--- src/rtl/correlator_sequencer.sv ---
// correlator_sequencer: integrate / capture / flush controller for the correlator array.
// Captured frames sit in a shadow register that streams out one slot per beat.
module correlator_sequencer #(
    parameter int NUM_CORR     = 8,
    parameter int RESOLUTION   = 24,
    parameter int INTEG_WIDTH  = 32,
    parameter int CLEAR_CYCLES = 2,
    localparam int IDX_W       = (NUM_CORR > 1) ? $clog2(NUM_CORR) : 1,
    localparam int SLOT_W      = 2 * RESOLUTION
) (
    input  logic                       i_clk,
    input  logic                       i_rst_n,
    input  logic                       i_run,
    input  logic [INTEG_WIDTH-1:0]     i_integ_len,
    input  logic [NUM_CORR*SLOT_W-1:0] i_pulses,
    output logic                       o_corr_enable,
    output logic                       o_corr_reset,
    output logic [SLOT_W-1:0]          o_out_data,
    output logic [IDX_W-1:0]           o_out_index,
    output logic                       o_out_last,
    output logic                       o_out_valid,
    input  logic                       i_out_ready,
    output logic [15:0]                o_frame_count,
    output logic                       o_overrun,
    input  logic                       i_overrun_clr,
    output logic                       o_busy,
    output logic [1:0]                 o_state
);

    // Handshake: a beat transfers on every clock where o_out_valid and i_out_ready
    // are both high. While valid is high and ready is low, data/index/last hold
    // steady, and valid only falls after the last slot of a frame has transferred.

    typedef enum logic [1:0] {
        S_IDLE    = 2'd0,
        S_CLEAR   = 2'd1,
        S_INTEG   = 2'd2,
        S_CAPTURE = 2'd3
    } state_t;

    localparam logic [INTEG_WIDTH-1:0] CLR_LOAD = INTEG_WIDTH'(CLEAR_CYCLES - 1);
    localparam logic [IDX_W-1:0]       LAST_IDX = IDX_W'(NUM_CORR - 1);

    state_t                 r_state;
    logic [INTEG_WIDTH-1:0] r_cnt;
    logic                   r_corr_enable;
    logic                   r_corr_reset;
    logic                   r_busy;

    logic [SLOT_W-1:0]      r_shadow [NUM_CORR];
    logic [SLOT_W-1:0]      r_out_data;
    logic [IDX_W-1:0]       r_out_index;
    logic                   r_out_last;
    logic                   r_out_valid;
    logic [15:0]            r_frame_count;
    logic                   r_overrun;

    logic [INTEG_WIDTH-1:0] w_len_m1;
    logic                   w_accept;
    logic                   w_capture;
    logic                   w_load;
    logic                   w_overrun_set;
    logic [IDX_W-1:0]       w_next_idx;

    // A zero length still integrates for one clock.
    assign w_len_m1      = (i_integ_len == '0) ? '0 : i_integ_len - INTEG_WIDTH'(1);
    assign w_accept      = r_out_valid && i_out_ready;
    assign w_capture     = (r_state == S_CAPTURE);
    // The shadow is free if empty, or if its last beat leaves on this very edge.
    assign w_load        = w_capture && (!r_out_valid || (w_accept && r_out_last));
    assign w_overrun_set = w_capture && !w_load;
    assign w_next_idx    = r_out_index + IDX_W'(1);

    always_ff @(posedge i_clk or negedge i_rst_n) begin
        if (!i_rst_n) begin
            r_state       <= S_IDLE;
            r_cnt         <= '0;
            r_corr_enable <= 1'b0;
            r_corr_reset  <= 1'b1;
            r_busy        <= 1'b0;
        end else begin
            case (r_state)
                S_IDLE: begin
                    if (i_run) begin
                        r_state <= S_CLEAR;
                        r_cnt   <= CLR_LOAD;
                        r_busy  <= 1'b1;
                    end
                end
                S_CLEAR: begin
                    if (r_cnt != '0) begin
                        r_cnt <= r_cnt - INTEG_WIDTH'(1);
                    end else if (i_run) begin
                        r_state       <= S_INTEG;
                        r_cnt         <= w_len_m1;
                        r_corr_enable <= 1'b1;
                        r_corr_reset  <= 1'b0;
                    end else begin
                        r_state <= S_IDLE;
                        r_busy  <= 1'b0;
                    end
                end
                S_INTEG: begin
                    if (!i_run) begin
                        r_state       <= S_CLEAR;
                        r_cnt         <= CLR_LOAD;
                        r_corr_enable <= 1'b0;
                        r_corr_reset  <= 1'b1;
                    end else if (r_cnt == '0) begin
                        r_state       <= S_CAPTURE;
                        r_corr_enable <= 1'b0;
                    end else begin
                        r_cnt <= r_cnt - INTEG_WIDTH'(1);
                    end
                end
                S_CAPTURE: begin
                    r_state      <= S_CLEAR;
                    r_cnt        <= CLR_LOAD;
                    r_corr_reset <= 1'b1;
                end
                default: begin
                    r_state       <= S_IDLE;
                    r_corr_enable <= 1'b0;
                    r_corr_reset  <= 1'b1;
                    r_busy        <= 1'b0;
                end
            endcase
        end
    end

    always_ff @(posedge i_clk or negedge i_rst_n) begin
        if (!i_rst_n) begin
            for (int i = 0; i < NUM_CORR; i++) begin
                r_shadow[i] <= '0;
            end
            r_out_data  <= '0;
            r_out_index <= '0;
            r_out_last  <= 1'b0;
            r_out_valid <= 1'b0;
        end else if (w_load) begin
            for (int i = 0; i < NUM_CORR; i++) begin
                r_shadow[i] <= i_pulses[i*SLOT_W +: SLOT_W];
            end
            r_out_data  <= i_pulses[SLOT_W-1:0];
            r_out_index <= '0;
            r_out_last  <= (NUM_CORR == 1);
            r_out_valid <= 1'b1;
        end else if (w_accept) begin
            if (r_out_last) begin
                r_out_valid <= 1'b0;
                r_out_last  <= 1'b0;
                r_out_index <= '0;
            end else begin
                r_out_index <= w_next_idx;
                r_out_data  <= r_shadow[w_next_idx];
                r_out_last  <= (w_next_idx == LAST_IDX);
            end
        end
    end

    // A dropped frame still counts; a set of the sticky flag beats a same-cycle clear.
    always_ff @(posedge i_clk or negedge i_rst_n) begin
        if (!i_rst_n) begin
            r_frame_count <= '0;
            r_overrun     <= 1'b0;
        end else begin
            if (w_capture) begin
                r_frame_count <= r_frame_count + 16'd1;
            end
            if (w_overrun_set) begin
                r_overrun <= 1'b1;
            end else if (i_overrun_clr) begin
                r_overrun <= 1'b0;
            end
        end
    end

    assign o_corr_enable = r_corr_enable;
    assign o_corr_reset  = r_corr_reset;
    assign o_out_data    = r_out_data;
    assign o_out_index   = r_out_index;
    assign o_out_last    = r_out_last;
    assign o_out_valid   = r_out_valid;
    assign o_frame_count = r_frame_count;
    assign o_overrun     = r_overrun;
    assign o_busy        = r_busy;
    assign o_state       = r_state;

endmodule

--- config.mk ---
export PLATFORM = sky130hd
export DESIGN_NAME = correlator_sequencer
export DESIGN_NICKNAME = d
export VERILOG_FILES = /design/src/rtl/correlator_sequencer.sv
export SDC_FILE = /design/constraint.sdc
export NUM_CORES = 1
export LEC_CHECK = 0
export CORE_UTILIZATION = 30
export DETAILED_ROUTE_END_ITERATION = 10
export SYNTH_ARGS = -nofsm -noshare
export SYNTH_HDL_FRONTEND = slang
export SYNTH_SLANG_ARGS = --single-unit
--- constraint.sdc ---
create_clock -name i_clk -period 3.7 [get_ports i_clk]
set_input_delay 0.555 -clock i_clk [delete_from_list [all_inputs] [get_ports i_clk]]
set_output_delay 0.555 -clock i_clk [all_outputs]
set_load 0.03 [all_outputs]
==> flow_summary.yaml <==
yosys:
  synthSimpleGateAreaFrac_pct: 24.3
  synth_ff_type: "dfrtp_1"
  synth_nets: 2899
  synth.avg_cell_area_um2: 9.33
  synth.mux.area_fraction_pct: 11.6
  synth-edff-count: 0
  yosysTopAreaCell: "dfrtp_1"
  synth.area.top_cells: "dfrtp_1 53%, nand2_1 20%, mux4_2 9.4%, mux2i_1 2.1%, clkbuf_1 1.9%"
  yosysUniqueCellTypes: 62
  async_flop_share_pct: 100
  ys_ff_latch: 491
  synth_area_um2: 23000
  seq_area_frac_synth_pct: 53.4
  synth_top_area_share_pct: 53.3
  yosys_warnings: 0
  synth_top_family_by_area: "simple AND/OR/NAND/NOR gates"
  synth_compound_area_share_pct: 5.60
  synth_adder_area_share_pct: 0.653
  synth-xor-area-share_pct: 1.75
  syn_inst: 2466
power:
  swShare_pct: 36.8
  switchingPower_mw: 9.25
  vdd_drop_max_v: 0.000613
  p_seq_share_pct: 35.5
  p_leak_nw: 14.6
  pwr_density_cell_nw_per_um2: 802
  p_comb_share_pct: 41.6
  report.power.total_mw: 25.1
  power_frac_clock_pct: 22.9
  p_int_mw: 15.9
drt:
  num_vias: 18900
  postRouteAntennaNets: 0
  first_pass_iters: 4
  drtIter0Drc: 1339
  routed_wl_mm: 75.2
  routedWlPerCell_um: 18.8
  drc: 0
  via_per_inst: 4.73
run:
  drv_cap: 0
global_routing:
  grt_pass1_vias: 19300
  grt_use_met2_pct: 32.1
  antenna_found_initial: 17
  grtUsageTotal_pct: 19.1
  grt_first_pass_wirelength_mm: 115
  gr-usage-met3_pct: 4.10
  grt.met1_usage_pct: 24.5
  grt-busiest-layer: "met2"
  grt_max_degree: 156
  grt_overflow: 0
finish:
  drive_above_1_share_pct: 8.82
  mostFrequentLayoutCell: "nand2_1"
  areaGrowthSynthToFinish_pct: 36.2
  stdcell_count: 4008
  final_cell_mix: "1,211 x nand2_1, 494 x clkdlybuf4s50_1, 489 x dfrtp_1"
  layout.nets: 3362
floorplanning:
  design.core.area_um2: 75900
  die_area_um2: 77800
  io_pins: 496
  row_count: 101
  die_w_um: 279
  start_util_pct: 30.3
  die_h_um: 279
clock_network:
  cts_tree: "built"
  postCtsSetupRepairBufs: 0
  insertion_delay_ps: 600
  htreeDepth: 2
  cts_buffer_depth: 3
  root_buffer: "clkbuf_16"
  cts_buffers: 56
  clkSlewWorstSetupHoldPaths_ps: 60
  cts_sinks: 491
status:
  status: "complete, no violations"
placed_design:
  placed_cells: 3900
  port_buffers: 495
  hpwl_mm: 52.2
  gp_congestion: 0.834
setup_path:
  slowest_stage: "clkdlybuf4s50_1"
  slowest_delay_ps: 810
  start_kind: "flip-flop"
  worst_ep_required_time_ps: 3140
  cp_cell_sequence: "buf_12 -> clkdlybuf4s50_1"
  arrival_ps: 2480
  end_kind: "output pin"
  critical_path_class: "flip-flop to output pin"
  worstPathMaxFanout: 59
sta:
  drv_slew: 0
  hold_violations: 0
  clock_skew_ps: 12.9
  finalSetupViolations: 0
  max_freq_ghz: 0.329
  worstMarginPinSlew_ps: 849
  relSlewSlack_pct: 43.4
  finalCritPeriodShare_pct: 82.1
  period_needed_ps: 3040
  rsz0062_at_grt: "no"
  tns_ps: 0
hold_path:
  hold_class: "flip-flop to flip-flop"
routing by layer:
layer  up-vias  routed length (um)
li1       9085                   -
met1      9226               32100
met2       500               36600
met3       120                4350
met4        14                2040
met5         -                  96
synthesized netlist by cell type (11+ instances only):
library cell,number
nand2_1,1211
dfrtp_1,490
clkbuf_1,116
mux4_2,96
o21ai_0,77
nor2_1,70
a21oi_1,51
mux2i_1,48
nor3_1,30
o211ai_1,26
xnor2_1,25
xor2_1,21
buf_1,20
nand3_1,20
inv_1,17
nor4_1,14
ha_1,12
nand4_1,11
flip-flops by register name, indices dropped and copies added, names as in the netlist:
name / flops
o_corr_enable: 1
o_overrun: 1
o_out_last: 1
o_state: 2
o_busy: 1
o_out_valid: 1
o_corr_reset: 1
o_out_data: 48
r_cnt: 32
r_shadow: 384
o_out_index: 3
o_frame_count: 16
power by group through the flow:
| stage | logic [mW] | clock network, mW | registers, mW |
|---|---|---|---|
| finish | 10.4 | 5.75 | 8.92 |
| global route | 11.5 | 6.13 | 9.21 |
| CTS | 10.6 | 5.93 | 8.93 |
| detailed placement | 10.6 | 0 | 9.00 |
| global placement | 10.4 | 0 | 8.94 |
| floorplan | 6.64 | 0 | 9.05 |
worst max-delay path: cells and delay by family (launching register included):
kind | cells | cell delay [ps]
buf+inv | 2 | 1250
flops | 1 | 620
metrics by stage:
step	utilization [%]	hold slack [ps]	worst slack, ps	cell area (um^2)
CTS	41.2	426	511	31300
floorplan	-	259	227	23000
global placement	38.7	452	423	29400
detailed placement	38.7	456	395	29400
finish	41.2	468	662	31300
global route	41.2	449	484	31300
kinds of logic after synthesis:
| group | after synthesis |
|---|---|
| multiplexers | 146 |
| buffers and inverters | 160 |
| XOR/XNOR | 46 |
| adder cells (fa/ha/maj) | 12 |
| AO/OA/AOI/OAI | 208 |
| flip-flops | 491 |
| AND/OR/NAND/NOR | 1403 |
final timing paths:
check,endpoint,start,slack [ps],depth (start not counted)
max,o_out_index[0],o_out_index[0],660,2
max in group asynchronous,o_corr_reset,i_rst_n,2090,4
min,r_shadow[152],r_shadow[152],470,2
min reg2reg,r_shadow[152],r_shadow[152],470,2
max reg2reg,r_cnt[13],r_cnt[0],760,9
min in group asynchronous,r_shadow[220],i_rst_n,540,2
timing repair:
item,4_1_cts,5_1_grt
hold endpoints to repair,48,0
gates resized for setup,0,0
hold buffers,1,0
final cells by class:
type	count	area [um^2]
fillers	7499	44600
diodes	7	17.5
clock inverters	19	259
clock buffers	81	1650
inverters	17	63.8
repair buffers	548	5600
well taps	1030	1290
flip-flops and latches	491	12300
multi-input cells	1815	10100
No activity file was read; power rests on OpenSTA's default activity.
